===== src/rtl/iob_intr_pkt_encoder.sv =====
// Interrupt request queue feeding the fake-IOB NoC output: each queued request
// leaves as a 2-flit packet (header, then payload) over a val/rdy channel.
module iob_intr_pkt_encoder #(
    parameter int          X_TILES       = 2,
    parameter int          Y_TILES       = 2,
    parameter int          FIFO_DEPTH    = 4,
    parameter logic [7:0]  INTR_MSG_TYPE = 8'd32,
    parameter logic [3:0]  FBITS         = 4'b0000
) (
    input  logic        clk,
    input  logic        rst,
    input  logic        req_val,
    output logic        req_rdy,
    input  logic [31:0] req_tileid,
    input  logic [63:0] req_data,
    output logic        noc_out_val,
    input  logic        noc_out_rdy,
    output logic [63:0] noc_out_data,
    output logic        err_badtile,
    output logic [15:0] pkt_count
);
    localparam int                NUM_TILES   = X_TILES * Y_TILES;
    localparam int                PTR_W       = $clog2(FIFO_DEPTH);
    localparam logic [31:0]       X_TILES_W   = 32'(X_TILES);
    localparam logic [31:0]       NUM_TILES_W = 32'(NUM_TILES);
    localparam logic [PTR_W:0]    DEPTH_W     = (PTR_W + 1)'(FIFO_DEPTH);
    localparam logic [0:0]        ST_HDR      = 1'b0;
    localparam logic [0:0]        ST_PAY      = 1'b1;

    typedef struct packed {
        logic [7:0]  dx;
        logic [7:0]  dy;
        logic [63:0] pay;
    } entry_t;

    entry_t           mem_q [FIFO_DEPTH];
    entry_t           mem_d [FIFO_DEPTH];
    logic [PTR_W-1:0] wr_ptr_q, wr_ptr_d, rd_ptr_q, rd_ptr_d;
    logic [PTR_W:0]   count_q, count_d;
    logic [0:0]       state_q, state_d;
    logic             err_q, err_d;
    logic [15:0]      pkt_count_q, pkt_count_d;

    logic             tile_ok, full, empty, push, pop;
    entry_t           new_entry, head;
    logic [63:0]      header;

    // Payload keeps data[63:16] and data[8:0]; bits 15:9 are forced to zero.
    assign tile_ok       = req_tileid < NUM_TILES_W;
    assign new_entry.dx  = 8'(req_tileid % X_TILES_W);
    assign new_entry.dy  = 8'(req_tileid / X_TILES_W);
    assign new_entry.pay = req_data & ~64'h0000_0000_0000_FE00;

    assign full    = (count_q == DEPTH_W);
    assign empty   = (count_q == '0);
    assign req_rdy = !full;
    assign push    = req_val && req_rdy && tile_ok;
    assign pop     = (state_q == ST_PAY) && noc_out_rdy;

    assign head   = mem_q[rd_ptr_q];
    assign header = {14'b0, head.dx, head.dy, FBITS, 8'd1, INTR_MSG_TYPE, 8'b0, 6'b0};

    assign noc_out_val  = (state_q == ST_PAY) || !empty;
    assign noc_out_data = !noc_out_val      ? 64'b0 :
                          (state_q == ST_HDR) ? header : head.pay;
    assign err_badtile  = err_q;
    assign pkt_count    = pkt_count_q;

    always_comb begin
        mem_d       = mem_q;
        wr_ptr_d    = wr_ptr_q;
        rd_ptr_d    = rd_ptr_q;
        count_d     = count_q;
        state_d     = state_q;
        pkt_count_d = pkt_count_q;
        err_d       = req_val && req_rdy && !tile_ok;

        if (push) begin
            mem_d[wr_ptr_q] = new_entry;
            wr_ptr_d        = wr_ptr_q + 1'b1;
        end
        if (pop) begin
            rd_ptr_d    = rd_ptr_q + 1'b1;
            pkt_count_d = pkt_count_q + 16'd1;
        end
        case ({push, pop})
            2'b10:   count_d = count_q + 1'b1;
            2'b01:   count_d = count_q - 1'b1;
            default: count_d = count_q;
        endcase

        case (state_q)
            ST_HDR:  if (noc_out_val && noc_out_rdy) state_d = ST_PAY;
            ST_PAY:  if (noc_out_rdy) state_d = ST_HDR;
            default: state_d = ST_HDR;
        endcase
    end

    always_ff @(posedge clk) begin
        if (rst) begin
            wr_ptr_q    <= '0;
            rd_ptr_q    <= '0;
            count_q     <= '0;
            state_q     <= ST_HDR;
            err_q       <= 1'b0;
            pkt_count_q <= 16'd0;
        end else begin
            wr_ptr_q    <= wr_ptr_d;
            rd_ptr_q    <= rd_ptr_d;
            count_q     <= count_d;
            state_q     <= state_d;
            err_q       <= err_d;
            pkt_count_q <= pkt_count_d;
        end
    end

    // Storage needs no reset: occupancy is tracked by the pointers and count.
    always_ff @(posedge clk) begin
        mem_q <= mem_d;
    end
endmodule


===== config.mk =====
export PLATFORM = sky130hd
export DESIGN_NAME = iob_intr_pkt_encoder
export DESIGN_NICKNAME = d
export VERILOG_FILES = /design/src/rtl/iob_intr_pkt_encoder.sv
export SDC_FILE = /design/constraint.sdc
export NUM_CORES = 1
export LEC_CHECK = 0
export BUFFER_PORTS_ARGS = -buffer_cell sky130_fd_sc_hd__buf_2
export CORE_MARGIN = 2
export CORE_UTILIZATION = 51
export DETAILED_ROUTE_END_ITERATION = 12
export PLACE_DENSITY = 0.8
export SLEW_MARGIN = 20
export SYNTH_ARGS = -nofsm -noshare
export SYNTH_HDL_FRONTEND = slang
export SYNTH_SLANG_ARGS = --single-unit

===== constraint.sdc =====
create_clock -name clk -period 3.3 [get_ports clk]
set_input_delay 0.495 -clock clk [delete_from_list [all_inputs] [get_ports clk]]
set_output_delay 0.495 -clock clk [all_outputs]
set_load 0.02 [all_outputs]

## Word level (Yosys, flattened, before mapping)

Index checks and enable logic that the tools add are counted.

| storage, ports and cells | value |
|---|---|
| register bits | 345 |
| latch bits | 0 |
| memory bits (writable) | 0 |
| memory bits (read-only) | 0 |
| input port bits | 100 |
| output and inout port bits | 83 |
| logic and storage cells | 57 |
| memories | 0 |

| cells by class | value |
|---|---|
| add/sub/neg operators | 5 |
| $mul | 0 |
| divide/modulo/power cells | 0 |
| $lt $le $gt $ge | 4 |
| equal/unequal tests | 3 |
| shifts and indexed selects | 0 |
| multiplexer cells | 12 |
| bitwise gates (word level) | 3 |
| reductions and logical operators | 12 |

Operator list:

| operator | count |
|---|---|
| $bwmux W320 | 1 |
| $mux W80 | 3 |
| $bmux W80 S2 | 1 |
| $demux W80 S2 | 1 |
| $mux W64 | 2 |
| $lt A32 B3 Y1 const B | 1 |
| $add A16 B1 Y16 const B | 1 |
| $ge A3 B3 Y1 const B | 2 |
| $logic_and A1 B1 Y1 | 6 |
| $not A2 Y3 | 2 |
| $pmux W3 S2 | 1 |
| $add A2 B1 Y2 const B | 2 |
| $add A3 B1 Y3 const B | 1 |
| $eq A3 B3 Y1 const B | 1 |
| $logic_not A1 Y1 | 3 |
| $logic_not A3 Y1 | 1 |
| $lt A3 B1 Y1 const B | 1 |
| $sub A3 B1 Y3 const B | 1 |
| $eq A2 B1 Y1 const B | 1 |
| $eq A2 B2 Y1 const B | 1 |
| $mux W1 | 2 |
| $pmux W1 S2 | 1 |
| $reduce_bool A2 Y1 | 1 |
| $logic_or A1 B1 Y1 | 1 |
| $not A1 Y1 | 1 |

## Depth between registers and ports, before layout

| logic depth | value |
|---|---|
| word-level depth | 6 |
| depth in mapped cells | 10 |
| depth with buffers taken out | 10 |

## Worst setup path before layout

Ideal clock, no wire load.

| timing | value |
|---|---|
| path kind | input to register |
| start | input req_tileid[6] |
| end | register mem_q[0] in the netlist's numbering, enable pin |
| setup time | 0.431 ns |
| arrival time | 2.847 ns |
| required time | 2.869 ns |
| path slack | 0.022 ns |
| stages | 4 |
| path buffers | 0 |
| cells stage by stage | nor4_1 -> nand4_1 -> nor3_2 -> and2_1 |

| on the way | value |
|---|---|
| cells in the longest elaborated chain, start to end | 2 |

Ends and longest elaborated chain:

| what | RTL line | text |
|---|---|---|
| start, declared | 14 | `input logic [31:0] req_tileid,` |
| $lt A32 B3 Y1 | 49 | `assign tile_ok = req_tileid < NUM_TILES_W;` |
| $logic_and A1 B1 Y1 | 57 | `assign push = req_val && req_rdy && tile_ok;` |
| end signal, assigned | 119 | `mem_q <= mem_d;` |
| end, declared | 36 | `entry_t mem_q [FIFO_DEPTH];` |

Every way passes these cells.
A chain may end at the register's enable or synchronous reset.

## Final worst setup path

| timing | value |
|---|---|
| start | register rd_ptr_q[0] |
| end | output noc_out_data[34] |

| on the way | value |
|---|---|
| cells in the longest elaborated chain, start to end | 6 |

Ends and longest elaborated chain:

| what | RTL line | text |
|---|---|---|
| start, declared | 38 | `logic [PTR_W-1:0] wr_ptr_q, wr_ptr_d, rd_ptr_q, rd_ptr_d;` |
| start signal, assigned | 109 | `rd_ptr_q <= rd_ptr_d;` |
| $not A2 Y3 (implied by the code) | 60 | `assign head = mem_q[rd_ptr_q];` |
| $bmux W80 S2 | 60 |  |
| $mux W80 (implied by the code) (2 in series) | 60 |  |
| $mux W64 | 65 | `(state_q == ST_HDR) ? header : head.pay;` |
| $mux W64 | 64 | `assign noc_out_data = !noc_out_val ? 64'b0 :` |
| end, declared | 18 | `output logic [63:0] noc_out_data,` |

Every way passes these cells. The select of a mux whose other input is x is not followed.

==> results.txt <==
- In this run the register-to-register setup slack is 0.72 ns.
- For the final database, setup skew stands at 0.007446 ns.
* All-Layer GR Usage: 18.66%
- Largest net degree at the start of global routing: 48
* Number of standard cells after synthesis: 569
- After synthesis, the netlist uses 39 different library cells.
* Startpoint type of the worst setup path: register
* Library cell with the largest summed area after synthesis: sky130_fd_sc_hd__edfxtp_1
- Effective utilization at floorplan: 51.82%
* Worst hold margin: 0.1767 ns
- Worst min-delay path category: in2reg
- The floorplan step defined a core boundary enclosing 21760 sq um.
* Final-report max-slew violation count: 0
* HPWL after DPL: 13.72 mm
- Number of setup violations in the final report: 0
- At the later pin of the worst-skew pair, clock insertion delay measures 0.53 ns.
* Number of antenna violations at the first check in global routing: 2
* Remaining number of nets flagged by the antenna check after routing: 0
- #FFs+latches synth: 289
- Headroom to the max-slew limit: 36.78%
- Origin of the worst min-delay path: req_data[40]
* First drt pass iteration count: 5
- In this run the number of H-tree levels came out at 1.
- Die H: 152.7 um
* Global Route met1 Usage: 23.20%
- Summed over all cells, the static leakage comes to 0.004701 uW.
* Fmax achieved: 341.2 MHz
- Along the worst path, the maximum fanout reaches 29.
- I/O pin count: 183
- Total power per unit cell area: 543.0 nW/um^2
- In this run the critical register-to-register path is captured at count_q[2].
* DRC violation total after the first TritonRoute iteration: 318
* Hold worst-path end: mem_q[280]
- Dominant register cell in the synthesized netlist: sky130_fd_sc_hd__edfxtp_1
* Endpoint arrival time on the critical path: 2.44 ns
* Run status: complete, no violations
- Final net count: 861
- Cts bufs inserted: 28
- The setup path with the least slack is of type reg2out.
* EDFF count, synth: 264
- Routed wire length: 21.60 mm
* Yosys warnings: 0
* Vias after detailed routing: 5852
- The number of hold-slack violations in the final timing report came to 0.
- Clock sinks: 289
- In the finished design, the share of the clock period the worst path needs comes to 88.82%.
* Post-synthesis instance area: 11270 sq um
- IR analysis of the VDD net gives a maximum drop of 423.7 uV.
* Share of post-route cells with drive strength above 1: 39.48%
* Overflow left after global routing: 0
- Dividing the detail-routed via count by the number of cells gives 5.542.
- Portion of the post-synthesis area used by sequential elements: 74.76%
- Relative to the synthesized area, the layout overhead comes to 19.89%.
- Of the post-synthesis cell area, the dominant cell type holds 70.32%.
* Met2 routing resource usage after global routing: 33.31%
- For met3 alone, demand over resource in global routing was 3.697%.
* X dimension of the die: 152.7 um
* Required time of the critical path: 2.80 ns
- The longest clock path from root to sink contains 3 buffers.
* Syn Area/Cell: 19.81 sq um
- Final sum of negative setup slack: 0 ns
* RSZ-0062 raised after global routing: false
- GR peak layer: met2
- Depth of the worst hold-timing path: 1
- Max-cap violations in this run came to 0.
- PortBufs: 168
* Reg-to-reg critical path startpoint: count_q[2]
- After floorplanning, the core was divided into 54 placement rows.
- R2R cell count: 11
- For this run, asynchronously set or reset flops after synthesis account for 0%.
* Worst-Margin Slew: 0.9448 ns
- In this run, post-CTS repair resized a total of 0 instances.
- Clock tree from TritonCTS: yes
- Sorting the synthesized cells by area gives the leading types as sky130_fd_sc_hd__edfxtp_1 (70%), sky130_fd_sc_hd__mux4_2 (13%), sky130_fd_sc_hd__dfxtp_1 (4.4%), sky130_fd_sc_hd__and2_1 (2.8%), sky130_fd_sc_hd__xor2_1 (0.78%).
- In this run the post-CTS setup repair buffer count came out at 0.
* CTS root buf: sky130_fd_sc_hd__clkbuf_16
- Average routed wire per standard cell: 20.46 um
- Wire length of the first global-routing pass: 34.00 mm
- The worst setup path is captured at an output pin.
* Clock Pin Slew Worst Setup and Hold Paths: 0.06 ns
- Hold repair after CTS inserted 0 buffers.
- DRC Markers: 0
- At the end of routability-driven placement, the weighted congestion stood at 0.7333.
* Die Area: 23310 sq um
* Vias in the first global route: 6244
- Final min period: 2.931 ns
==> state kept, by name (all words and copies together) (netlist names) <==
signal	cells
count_q	3
err_badtile	1
mem_q	264
pkt_count	16
rd_ptr_q	2
state_q	1
wr_ptr_q	2
==> cell usage after synthesis (3+ instances only) <==
cell type and number:
sky130_fd_sc_hd__a21oi_1 11, sky130_fd_sc_hd__a22o_1 9, sky130_fd_sc_hd__and2_1 51, sky130_fd_sc_hd__buf_1 4, sky130_fd_sc_hd__buf_2 7, sky130_fd_sc_hd__buf_4 9, sky130_fd_sc_hd__clkbuf_1 10, sky130_fd_sc_hd__dfxtp_1 25
sky130_fd_sc_hd__edfxtp_1 264, sky130_fd_sc_hd__ha_1 6, sky130_fd_sc_hd__inv_1 11, sky130_fd_sc_hd__mux4_2 66, sky130_fd_sc_hd__nand2_1 9, sky130_fd_sc_hd__nand2b_1 3, sky130_fd_sc_hd__nand3_1 4, sky130_fd_sc_hd__nand4_1 6
sky130_fd_sc_hd__nor2_1 20, sky130_fd_sc_hd__nor3_1 5, sky130_fd_sc_hd__nor4_1 8, sky130_fd_sc_hd__o21ai_0 3, sky130_fd_sc_hd__or3_1 3, sky130_fd_sc_hd__xnor2_1 4, sky130_fd_sc_hd__xor2_1 10
==> power by group <==
part | switching [uW] | total [uW] | leakage [uW] | internal (uW)
clock | 1270 | 3250 | 0.000458 | 1980
sequential | 0.254 | 3990 | 0.00258 | 3990
combinational | 63.2 | 105 | 0.00167 | 42.2
total | 1330 | 7340 | 0.00470 | 6010
==> per-layer routing <==
| metal | routed length [um] | part of all wire (%) | vias up |
|---|---|---|---|
| met3 | 1145 | 5.3 | 55 |
| met2 | 11320 | 52 | 188 |
| met5 | 13 | 0.060 | - |
| met4 | 657 | 3.0 | 2 |
| li1 | - | - | 2643 |
| met1 | 8464 | 39 | 2964 |
==> worst max path at each step <==
stage	startpoint	slack [ns]	endpoint	cells after the start
final	rd_ptr_q[0]	0.37	noc_out_data[34]	4
after global routing	rd_ptr_q[0]	0.22	noc_out_data[34]	4
after CTS	rd_ptr_q[0]	0.29	noc_out_data[34]	4
after detailed placement	req_tileid[6]	0.47	count_q[2]	12
after global placement	req_tileid[6]	0.56	count_q[2]	12
after floorplan	req_tileid[6]	0.02	mem_q[0]	4
==> metrics by stage <==
stage | utilization [%] | power (uW) | setup WS, ns | std cells | instance area, sq um
floorplan | - | 4092 | 0.02175 | 575 | 11300
finish | 62.12 | 7339 | 0.3691 | 1056 | 13520
global route | 62.12 | 7562 | 0.2163 | 1056 | 13520
CTS | 62.11 | 7403 | 0.2860 | 1055 | 13510
global placement | 57.69 | 4160 | 0.5642 | 1004 | 12550
detailed placement | 57.69 | 4171 | 0.4673 | 1004 | 12550
==> logic make-up after synthesis <==
| logic type | share of synthesized area, % |
|---|---|
| flip-flops | 74.76 |
| AND/OR/NAND/NOR | 6.349 |
| multiplexers | 13.37 |
| buffers and inverters | 1.942 |
| AO/OA/AOI/OAI | 1.609 |
| XOR/XNOR | 1.088 |
| adder cells (fa/ha/maj) | 0.8435 |
| other | 0.03326 |
==> cells in the final DEF (no fill, tap or decap), drive strengths merged, types with 2 or more instances in the layout <==
cell / count
edfxtp: 264
buf: 181
mux4: 66
and2: 51
clkbuf: 37
dfxtp: 25
nor2: 20
inv: 11
a21oi: 11
xor2: 10
nand2: 9
a22o: 9
nor4: 9
conb: 7
nand4: 6
ha: 6
nor3: 6
nand3: 6
clkinv: 6
xnor2: 4
clkinvlp: 4
bufinv: 4
nand2b: 3
o21ai: 3
or3: 3
and4: 3
a31o: 2
o31ai: 2
or4: 2
==> critical path: stages, from the launching register on <==
cell                      delay, ns
sky130_fd_sc_hd__dfxtp_4       0.64
sky130_fd_sc_hd__buf_12        0.31
sky130_fd_sc_hd__mux4_2        0.53
sky130_fd_sc_hd__a22o_1        0.25
sky130_fd_sc_hd__buf_2         0.16
==> final cells by class <==
cell class                      count  area [sq um]
Timing Repair Buffer              181          1064
Sequential cell                   289          8437
Fill cell                        1508          8240
Inverter                           11         41.29
Antenna cell                        1         2.502
Clock buffer                       37         785.8
Clock inverter                     14         176.4
Multi-Input combinational cell    243          2659
Tap cell                          280         350.3
No activity file was read; power rests on OpenSTA's default activity.
